## src/rtl/flux_frame_sequencer_pkg.sv

```systemverilog
// ---------------------------------------------------------------------------
// flux_frame_sequencer_pkg
// Shared definitions for the flux frame sequencer:
//   - seq_state_e    : sequencer FSM state encoding
//   - flux_t         : default-width flux / running-average word
//   - *_DEFAULT      : default bin width, flux width, absolute beat floor and
//                      WAIT_DONE timeout
//   - HOLDOFF_LOAD   : frames a beat blocks further beats for (only used when
//                      BEAT_HOLDOFF_EN is defined)
// ---------------------------------------------------------------------------
package flux_frame_sequencer_pkg;

    localparam int BIN_W_DEFAULT    = 16;
    localparam int FLUX_W_DEFAULT   = 32;
    localparam int MIN_FLUX_DEFAULT = 256;
    localparam int TIMEOUT_DEFAULT  = 64;

    localparam logic [1:0] HOLDOFF_LOAD = 2'd2;

    typedef logic [FLUX_W_DEFAULT-1:0] flux_t;

    typedef enum logic [1:0] {
        IDLE      = 2'd0,
        STREAM    = 2'd1,
        WAIT_DONE = 2'd2,
        EVAL      = 2'd3
    } seq_state_e;

endpackage

```

## src/rtl/flux_frame_sequencer_if.sv

```systemverilog
// ---------------------------------------------------------------------------
// flux_frame_sequencer_if
// Valid/ready bin stream feeding the sequencer.
//   bin_valid : source has a bin magnitude-squared word on bin_data
//   bin_data  : W-bit bin magnitude-squared
//   bin_ready : sequencer accepts the bin this cycle
// Modports: master (bin source), slave (sequencer).
// ---------------------------------------------------------------------------
interface flux_frame_sequencer_if
    import flux_frame_sequencer_pkg::*;
#(
    parameter int W = BIN_W_DEFAULT
);
    logic         bin_valid;
    logic [W-1:0] bin_data;
    logic         bin_ready;

    modport master (
        output bin_valid,
        output bin_data,
        input  bin_ready
    );

    modport slave (
        input  bin_valid,
        input  bin_data,
        output bin_ready
    );
endinterface

```

## src/rtl/flux_threshold_avg.sv

```systemverilog
// ---------------------------------------------------------------------------
// flux_threshold_avg
// Running flux average and adaptive beat threshold.
//   clk       : clock
//   reset     : asynchronous, active-low; clears the average
//   flux      : frame flux under evaluation
//   update    : one-cycle strobe; folds flux into the average at this edge
//   avg       : current running average (registered)
//   above_thr : flux > avg + (avg >> THR_SHIFT), threshold saturating at
//               all-ones; evaluated against the pre-update average
// Average update: avg - (avg >> AVG_SHIFT) + (flux >> AVG_SHIFT), truncating.
// The subtraction cannot underflow, and the sum is clamped in case the
// rounding ever pushes it past the word width.
// ---------------------------------------------------------------------------
module flux_threshold_avg
    import flux_frame_sequencer_pkg::*;
#(
    parameter int FW        = FLUX_W_DEFAULT,
    parameter int AVG_SHIFT = 3,
    parameter int THR_SHIFT = 1
)(
    input  logic          clk,
    input  logic          reset,
    input  logic [FW-1:0] flux,
    input  logic          update,
    output logic [FW-1:0] avg,
    output logic          above_thr
);

    logic [FW-1:0] avg_q;
    logic [FW-1:0] avg_d;
    logic [FW-1:0] thr;
    logic [FW:0]   thr_sum;
    logic [FW:0]   avg_sum;

    always_comb begin
        thr_sum   = {1'b0, avg_q} + {1'b0, (avg_q >> THR_SHIFT)};
        thr       = thr_sum[FW] ? {FW{1'b1}} : thr_sum[FW-1:0];
        above_thr = (flux > thr);

        avg_sum   = {1'b0, (avg_q - (avg_q >> AVG_SHIFT))} + {1'b0, (flux >> AVG_SHIFT)};
        avg_d     = avg_q;
        if (update) begin
            avg_d = avg_sum[FW] ? {FW{1'b1}} : avg_sum[FW-1:0];
        end
    end

    always_ff @(posedge clk or negedge reset) begin
        if (!reset) begin
            avg_q <= '0;
        end else begin
            avg_q <= avg_d;
        end
    end

    assign avg = avg_q;

endmodule

```

## src/rtl/flux_frame_sequencer.sv

```systemverilog
// ---------------------------------------------------------------------------
// flux_frame_sequencer
// Streams N bins per frame into the spectral_flux datapath, waits for the
// frame's flux, and decides whether the frame is a beat.
//
// Ports:
//   clk            : sole clock
//   reset          : asynchronous, active-low; forces IDLE and clears all
//                    outputs, the average, counters and holdoff
//   enable         : run request (sampled in IDLE and at the end of EVAL)
//   bin_bus        : slave side of the bin valid/ready stream
//   mag_valid      : registered copy of each accepted bin, 1 cycle later
//   mag_sq         : bin data for the spectral_flux datapath
//   sf_frame_done  : spectral_flux finished the frame (only honoured in
//                    WAIT_DONE)
//   sf_flux_accum  : frame flux from spectral_flux
//   beat           : one-cycle pulse after an EVAL that qualified as a beat
//   beat_strength  : flux of the most recent beat
//   frame_count    : evaluated frames, wraps at 2^16
//   busy           : FSM not in IDLE
//   timeout_err    : sticky; WAIT_DONE ran TIMEOUT cycles without a flux
//
// Build option: define BEAT_HOLDOFF_EN to block beats for the two frames
// following a beat (the average keeps updating during holdoff).
//
// All outputs are registered and track the next FSM state, so e.g.
// bin_ready falls on the same edge that moves the FSM out of STREAM.
// ---------------------------------------------------------------------------
module flux_frame_sequencer
    import flux_frame_sequencer_pkg::*;
#(
    parameter int W               = BIN_W_DEFAULT,
    parameter int N               = 8,
    parameter int MAX_FLUX_LENGTH = FLUX_W_DEFAULT,
    parameter int AVG_SHIFT       = 3,
    parameter int THR_SHIFT       = 1,
    parameter int MIN_FLUX        = MIN_FLUX_DEFAULT,
    parameter int TIMEOUT         = TIMEOUT_DEFAULT
)(
    input  logic                       clk,
    input  logic                       reset,
    input  logic                       enable,
    flux_frame_sequencer_if.slave      bin_bus,
    output logic                       mag_valid,
    output logic [W-1:0]               mag_sq,
    input  logic                       sf_frame_done,
    input  logic [MAX_FLUX_LENGTH-1:0] sf_flux_accum,
    output logic                       beat,
    output logic [MAX_FLUX_LENGTH-1:0] beat_strength,
    output logic [15:0]                frame_count,
    output logic                       busy,
    output logic                       timeout_err
);

    localparam int FW = MAX_FLUX_LENGTH;
    localparam int CW = (N > 1) ? $clog2(N) : 1;
    localparam int TW = (TIMEOUT > 1) ? $clog2(TIMEOUT) : 1;

    localparam logic [CW-1:0] CNT_LAST  = CW'(N - 1);
    localparam logic [TW-1:0] WAIT_LAST = TW'(TIMEOUT - 1);
    localparam logic [FW-1:0] MIN_FLUX_V = FW'(MIN_FLUX);

    seq_state_e     state_q, state_d;
    logic [CW-1:0]  bin_cnt_q, bin_cnt_d;
    logic [TW-1:0]  wait_cnt_q, wait_cnt_d;
    logic [FW-1:0]  flux_q, flux_d;
    logic           bin_ready_q, bin_ready_d;
    logic           busy_q, busy_d;
    logic           mag_valid_q, mag_valid_d;
    logic [W-1:0]   mag_sq_q, mag_sq_d;
    logic           beat_q, beat_d;
    logic [FW-1:0]  beat_strength_q, beat_strength_d;
    logic [15:0]    frame_count_q, frame_count_d;
    logic           timeout_err_q, timeout_err_d;
`ifdef BEAT_HOLDOFF_EN
    logic [1:0]     holdoff_q, holdoff_d;
`endif

    logic           accept;
    logic           beat_fire;
    logic           avg_update;
    logic           above_thr;
    logic [FW-1:0]  avg;

    // Average/threshold see the captured frame flux; the strobe is the EVAL
    // cycle, so the threshold compare uses the average from before this frame.
    flux_threshold_avg #(
        .FW        (FW),
        .AVG_SHIFT (AVG_SHIFT),
        .THR_SHIFT (THR_SHIFT)
    ) u_thr_avg (
        .clk       (clk),
        .reset     (reset),
        .flux      (flux_q),
        .update    (avg_update),
        .avg       (avg),
        .above_thr (above_thr)
    );

    always_comb begin
        accept          = bin_ready_q && bin_bus.bin_valid;

        state_d         = state_q;
        bin_cnt_d       = bin_cnt_q;
        wait_cnt_d      = wait_cnt_q;
        flux_d          = flux_q;
        mag_valid_d     = accept;
        mag_sq_d        = accept ? bin_bus.bin_data : mag_sq_q;
        beat_d          = 1'b0;
        beat_strength_d = beat_strength_q;
        frame_count_d   = frame_count_q;
        timeout_err_d   = timeout_err_q;
        avg_update      = 1'b0;
        beat_fire       = 1'b0;
`ifdef BEAT_HOLDOFF_EN
        holdoff_d       = holdoff_q;
`endif

        case (state_q)
            IDLE: begin
                if (enable) begin
                    state_d = STREAM;
                end
            end

            // enable is deliberately ignored here: a frame, once started,
            // always runs to all N bins.
            STREAM: begin
                if (accept) begin
                    if (bin_cnt_q == CNT_LAST) begin
                        bin_cnt_d = '0;
                        state_d   = WAIT_DONE;
                    end else begin
                        bin_cnt_d = bin_cnt_q + CW'(1);
                    end
                end
            end

            // A late sf_frame_done still wins on the last wait cycle.
            WAIT_DONE: begin
                if (sf_frame_done) begin
                    flux_d     = sf_flux_accum;
                    wait_cnt_d = '0;
                    state_d    = EVAL;
                end else if (wait_cnt_q == WAIT_LAST) begin
                    wait_cnt_d    = '0;
                    timeout_err_d = 1'b1;
                    state_d       = IDLE;
                end else begin
                    wait_cnt_d = wait_cnt_q + TW'(1);
                end
            end

            EVAL: begin
                avg_update = 1'b1;
                beat_fire  = above_thr && (flux_q > MIN_FLUX_V);
`ifdef BEAT_HOLDOFF_EN
                if (holdoff_q != 2'd0) begin
                    beat_fire = 1'b0;
                    holdoff_d = holdoff_q - 2'd1;
                end
                if (beat_fire) begin
                    holdoff_d = HOLDOFF_LOAD;
                end
`endif
                beat_d = beat_fire;
                if (beat_fire) begin
                    beat_strength_d = flux_q;
                end
                frame_count_d = frame_count_q + 16'd1;
                state_d       = enable ? STREAM : IDLE;
            end

            default: begin
                state_d = IDLE;
            end
        endcase

        bin_ready_d = (state_d == STREAM);
        busy_d      = (state_d != IDLE);
    end

    always_ff @(posedge clk or negedge reset) begin
        if (!reset) begin
            state_q         <= IDLE;
            bin_cnt_q       <= '0;
            wait_cnt_q      <= '0;
            flux_q          <= '0;
            bin_ready_q     <= 1'b0;
            busy_q          <= 1'b0;
            mag_valid_q     <= 1'b0;
            mag_sq_q        <= '0;
            beat_q          <= 1'b0;
            beat_strength_q <= '0;
            frame_count_q   <= '0;
            timeout_err_q   <= 1'b0;
`ifdef BEAT_HOLDOFF_EN
            holdoff_q       <= 2'd0;
`endif
        end else begin
            state_q         <= state_d;
            bin_cnt_q       <= bin_cnt_d;
            wait_cnt_q      <= wait_cnt_d;
            flux_q          <= flux_d;
            bin_ready_q     <= bin_ready_d;
            busy_q          <= busy_d;
            mag_valid_q     <= mag_valid_d;
            mag_sq_q        <= mag_sq_d;
            beat_q          <= beat_d;
            beat_strength_q <= beat_strength_d;
            frame_count_q   <= frame_count_d;
            timeout_err_q   <= timeout_err_d;
`ifdef BEAT_HOLDOFF_EN
            holdoff_q       <= holdoff_d;
`endif
        end
    end

    assign bin_bus.bin_ready = bin_ready_q;
    assign mag_valid         = mag_valid_q;
    assign mag_sq            = mag_sq_q;
    assign beat              = beat_q;
    assign beat_strength     = beat_strength_q;
    assign frame_count       = frame_count_q;
    assign busy              = busy_q;
    assign timeout_err       = timeout_err_q;

endmodule

```

## src/flat_wrapper.sv

```systemverilog
// flat-port wrapper written by rule: the top's interface ports become plain ports
module flux_frame_sequencer_flat import flux_frame_sequencer_pkg::*;
#(
    parameter int W               = BIN_W_DEFAULT,
    parameter int N               = 8,
    parameter int MAX_FLUX_LENGTH = FLUX_W_DEFAULT,
    parameter int AVG_SHIFT       = 3,
    parameter int THR_SHIFT       = 1,
    parameter int MIN_FLUX        = MIN_FLUX_DEFAULT,
    parameter int TIMEOUT         = TIMEOUT_DEFAULT
)
  (clk, reset, enable, mag_valid, mag_sq, sf_frame_done, sf_flux_accum, beat, beat_strength, frame_count, busy, timeout_err, bin_bus_bin_valid, bin_bus_bin_data, bin_bus_bin_ready);
  flux_frame_sequencer_if #(.W(W)) bin_bus_i ();
  input  logic clk;
  input  logic reset;
  input  logic enable;
  output logic mag_valid;
  output logic [W-1:0] mag_sq;
  input  logic sf_frame_done;
  input  logic [MAX_FLUX_LENGTH-1:0] sf_flux_accum;
  output logic beat;
  output logic [MAX_FLUX_LENGTH-1:0] beat_strength;
  output logic [15:0] frame_count;
  output logic busy;
  output logic timeout_err;
  input wire logic [$bits(bin_bus_i.bin_valid)-1:0] bin_bus_bin_valid;
  input wire logic [$bits(bin_bus_i.bin_data)-1:0] bin_bus_bin_data;
  output wire logic [$bits(bin_bus_i.bin_ready)-1:0] bin_bus_bin_ready;
  assign bin_bus_i.bin_valid = bin_bus_bin_valid;
  assign bin_bus_i.bin_data = bin_bus_bin_data;
  assign bin_bus_bin_ready = bin_bus_i.bin_ready;
  flux_frame_sequencer #(.W(W), .N(N), .MAX_FLUX_LENGTH(MAX_FLUX_LENGTH), .AVG_SHIFT(AVG_SHIFT), .THR_SHIFT(THR_SHIFT), .MIN_FLUX(MIN_FLUX), .TIMEOUT(TIMEOUT)) u_core (.clk(clk), .reset(reset), .enable(enable), .bin_bus(bin_bus_i), .mag_valid(mag_valid), .mag_sq(mag_sq), .sf_frame_done(sf_frame_done), .sf_flux_accum(sf_flux_accum), .beat(beat), .beat_strength(beat_strength), .frame_count(frame_count), .busy(busy), .timeout_err(timeout_err));
endmodule
```

## config.mk

```make
export PLATFORM = sky130hd
export DESIGN_NAME = flux_frame_sequencer_flat
export DESIGN_NICKNAME = d
export VERILOG_FILES = /design/src/rtl/flux_frame_sequencer_pkg.sv /design/src/rtl/flux_frame_sequencer_if.sv /design/src/rtl/flux_threshold_avg.sv /design/src/rtl/flux_frame_sequencer.sv /design/src/flat_wrapper.sv
export SDC_FILE = /design/constraint.sdc
export NUM_CORES = 1
export LEC_CHECK = 0
export BUFFER_PORTS_ARGS = -buffer_cell sky130_fd_sc_hd__buf_2
export CAP_MARGIN = 0
export CORE_UTILIZATION = 45
export CTS_BUF_LIST = sky130_fd_sc_hd__clkbuf_2 sky130_fd_sc_hd__clkbuf_4 sky130_fd_sc_hd__clkbuf_8
export CTS_CLUSTER_SIZE = 12
export DETAILED_ROUTE_END_ITERATION = 16
export PLACE_DENSITY = 0.66
export SETUP_SLACK_MARGIN = 0.2
export SLEW_MARGIN = 20
export SYNTH_ARGS = -nofsm -noshare
export SYNTH_HDL_FRONTEND = slang
export SYNTH_SLANG_ARGS = --single-unit
```

## constraint.sdc

```tcl
create_clock -name clk -period 14.6 [get_ports clk]
set_clock_uncertainty 0.1 [all_clocks]
set_input_delay 2.92 -clock clk [delete_from_list [all_inputs] [get_ports clk]]
set_output_delay 2.92 -clock clk [all_outputs]
set_load 0.005 [all_outputs]
```

==> summary.md <==
| Metric | Value |
|---|---|
| Min-Delay Path Class | `reg2reg` |
| Yosys reg bits | `144` |
| CTS Buffer Depth | `2` |
| Worst Hold Margin | `between 0.3 and 0.4 ns` |
| Min Tclk post-route | `~6.5 ns` |
| Crit Path Class | `reg2reg` |
| Buffers and inverters on the worst path | `0` |
| Post-synth top area cell | `dfrtp_1` |
| Hpwl dp | `20300 um` |
| Antenna Nets Post-Route | `0` |
| Yosys top cell area share | `between 30% and 40%` |
| Ant diodes | `0` |
| Setup crit end kind | `flop` |
| Max_cap viols | `0` |
| Largest net degree at the start of global routing | `76` |
| Most frequent cells after synthesis | `dfrtp_1, ha_1, nor2_1` |
| CTS sink count | `144` |
| Yosys cell types | `between 60 and 70` |
| Synth area leaders | `dfrtp_1, ha_1, mux2_2` |
| Worst rel slew slack | `35.8%` |
| Via count | `9032` |
| CTS buffer count | `17` |
| FFs w/ async S/R, synth | `100%` |
| Setup violators final | `0` |
| Syn. warnings | `0` |
| CTS H-Tree Depth | `4` |
| Setup TNS | `0 ns` |
| Post-Syn Nets | `1337` |
| EDFF count, synth | `0` |
| Startpoint types | `flop` |
| Starting DRT DRC Count | `533` |
| Max-slew violations | `0` |
| Initial core utilization | `between 40% and 50%` |
| Count leader, synth | `dfrtp_1` |
| Share of post-route cells with drive strength above 1 | `20.7%` |
| Die Ht | `between 150 and 200 um` |
| I/O Pins | `122` |
| Post-synth top flop | `dfrtp_1` |
| CP Launch Point | `u_core.u_thr_avg.avg[1]` |
| Syn-to-layout area delta | `12.2%` |
| Root Buffer | `clkbuf_8` |
| Post-Route WL | `26900 um` |
| Worst path cell trace | `ha_1, fa_1, a211oi_1, o21ai_0, a31oi_1, o21ai_0, a31oi_1, a21o_1, o21ai_0, a21o_1, nor2_1, ha_1, nor2b_1, o21a_1, o21a_1, o21ai_0, a21oi_1, o31a_1, o311a_1, nor2_4, mux2_2` |
| Worst-path fanout max | `33` |
| Die span in x | `158 um` |
| Final Hold Viols | `0` |
| Critical-path top delay cell | `nor2_4` |
| Max Freq | `around 150 MHz` |
| Status | `complete, no violations` |
| # DRC | `0` |
| Wire length of the first global-routing pass | `44100 um` |
| Reg clk slew, reported paths | `0.10 ns` |
| Number of global-route vias before repair | `8793` |
| Gr usage total | `22.5%` |
| Vias per cell | `around 5.6` |
| Avg WL per Cell | `16.7 um` |
| Hold-fix buffers, CTS | `0` |
| Detailed Routing Iterations Pass 1 | `5` |
| Worst skew pair latency | `0.46 ns` |
| CTS tree | `yes` |
| Worst path max stage delay | `0.76 ns` |
| Core Area | `23700 sq um` |
| Fillers | `2258` |
| Mapped Avg Cell Area | `9.52 sq um` |
| Unrepaired setup endpoints after global routing | `false` |
| Routability cong. | `0.900` |
| Synth Instances | `1153` |
| R2R Setup Slk | `8.12 ns` |
| CP delay by family, top | `compound AO/OA/AOI/OAI gates` |
| Die area | `about 25000 sq um` |
| Worst path arrival time | `6.73 ns` |
| Post-synthesis sequential area ratio | `32.8%` |
| Crit share post-route | `44.4%` |
| Setup Fix Bufs, Post-CTS | `0` |
| Nets | `approximately 1500` |
| Global route overflow | `0` |
| I/O Buffers | `approximately 120` |
| Initial antenna violation count | `0` |
| HP Start | `u_core.wait_cnt_q[5]` |
| # rows | `56` |
| CP most frequent cell | `o21ai_0` |
| Worst reg2reg path startpoint | `u_core.u_thr_avg.avg[1]` |
| Worst-margin pin slew | `0.960 ns` |
| Post-CTS resize count | `0` |
| WP data required | `14.84 ns` |
| Post-synthesis instance area | `11000 sq um` |
-- cells in the final DEF, fill, tap and decap left out, types with 26 or more instances in the layout --
master   synthesis  layout
a31oi_1         27      27
inv_1           58      58
ha_1           128     128
o21ai_0         55      55
nand2_1         56      56
nor2_1         111     110
buf_2            1     120
dfrtp_1        144     144
xnor2_1         66      66
xor2_1          26      26
a21o_1          52      52
a21oi_1         91      91
mux2_2          82      82
-- worst reg2reg max path: stages (launching register included) --
cell and delay, ns:
dfrtp_1 0.46, ha_1 0.26, fa_1 0.43, a211oi_1 0.28
o21ai_0 0.14, a31oi_1 0.40, o21ai_0 0.23, a31oi_1 0.27
a21o_1 0.19, o21ai_0 0.14, a21o_1 0.52, nor2_1 0.22
ha_1 0.26, nor2b_1 0.13, o21a_1 0.16, o21a_1 0.16
o21ai_0 0.16, a21oi_1 0.11, o31a_1 0.25, o311a_1 0.32
nor2_4 0.76, mux2_2 0.43
-- worst paths after layout --
path | cells after the start | end
setup / recovery | 21 | u_core.beat_strength[28]
hold / removal | 1 | u_core.wait_cnt_q[5]
setup reg to reg | 21 | u_core.beat_strength[28]
hold reg to reg | 1 | u_core.wait_cnt_q[5]
max in group asynchronous | 2 | u_core.state_q[0]
min in group asynchronous | 1 | u_core.frame_count[8]
-- metal layers --
layer	global-route usage, %	wire, um	up-vias
li1	-	-	4487
met1	32.2	13600	4333
met2	35.5	11800	187
met3	3.18	1070	25
met4	5.95	341	0
met5	0	0	-
-- cell type report --
type                            count  area [sq um]  share of cell area [%]
Timing Repair Buffer              124           634                    5.15
Clock inverter                     14           169                    1.37
Clock buffer                       17           234                    1.90
Tap cell                          319           399                    3.24
Sequential cell                   144          3600                    29.3
Multi-Input combinational cell    928          7050                    57.3
Inverter                           58           218                    1.77
-- logic make-up after synthesis --
logic type      Yosys count  synth area share, %
compound gates          335                 20.8
simple gates            286                 12.3
flops                   144                 32.8
fa+ha+maj               131                 15.1
xor+xnor                 92                 7.34
mux                      84                 8.60
buf+inv                  81                 2.99
-- flip-flops by register name, indices dropped and copies added, names as in the netlist, 2 cells and up --
signal and flops:
u_core.beat_strength 32, u_core.flux_q 32, u_core.u_thr_avg.avg 32, u_core.frame_count 16
u_core.mag_sq 16, u_core.wait_cnt_q 6, u_core.bin_cnt_q 3, u_core.state_q 2
-- stage by stage --
step | instance area (sq um) | utilization [%] | instances | setup WS, ns
after global placement | 11900 | 50.3 | 1573 | 8.23
after floorplan | 11000 | - | 1153 | 9.07
after CTS | 12300 | 52.0 | 1604 | 8.06
after detailed placement | 11900 | 50.3 | 1573 | 8.13
final | 12300 | 52.0 | 1604 | 8.12
after global routing | 12300 | 52.0 | 1604 | 7.37
Power is not shown: default switching activity piles up to over one toggle a cycle in this logic, so the estimate is an artifact.
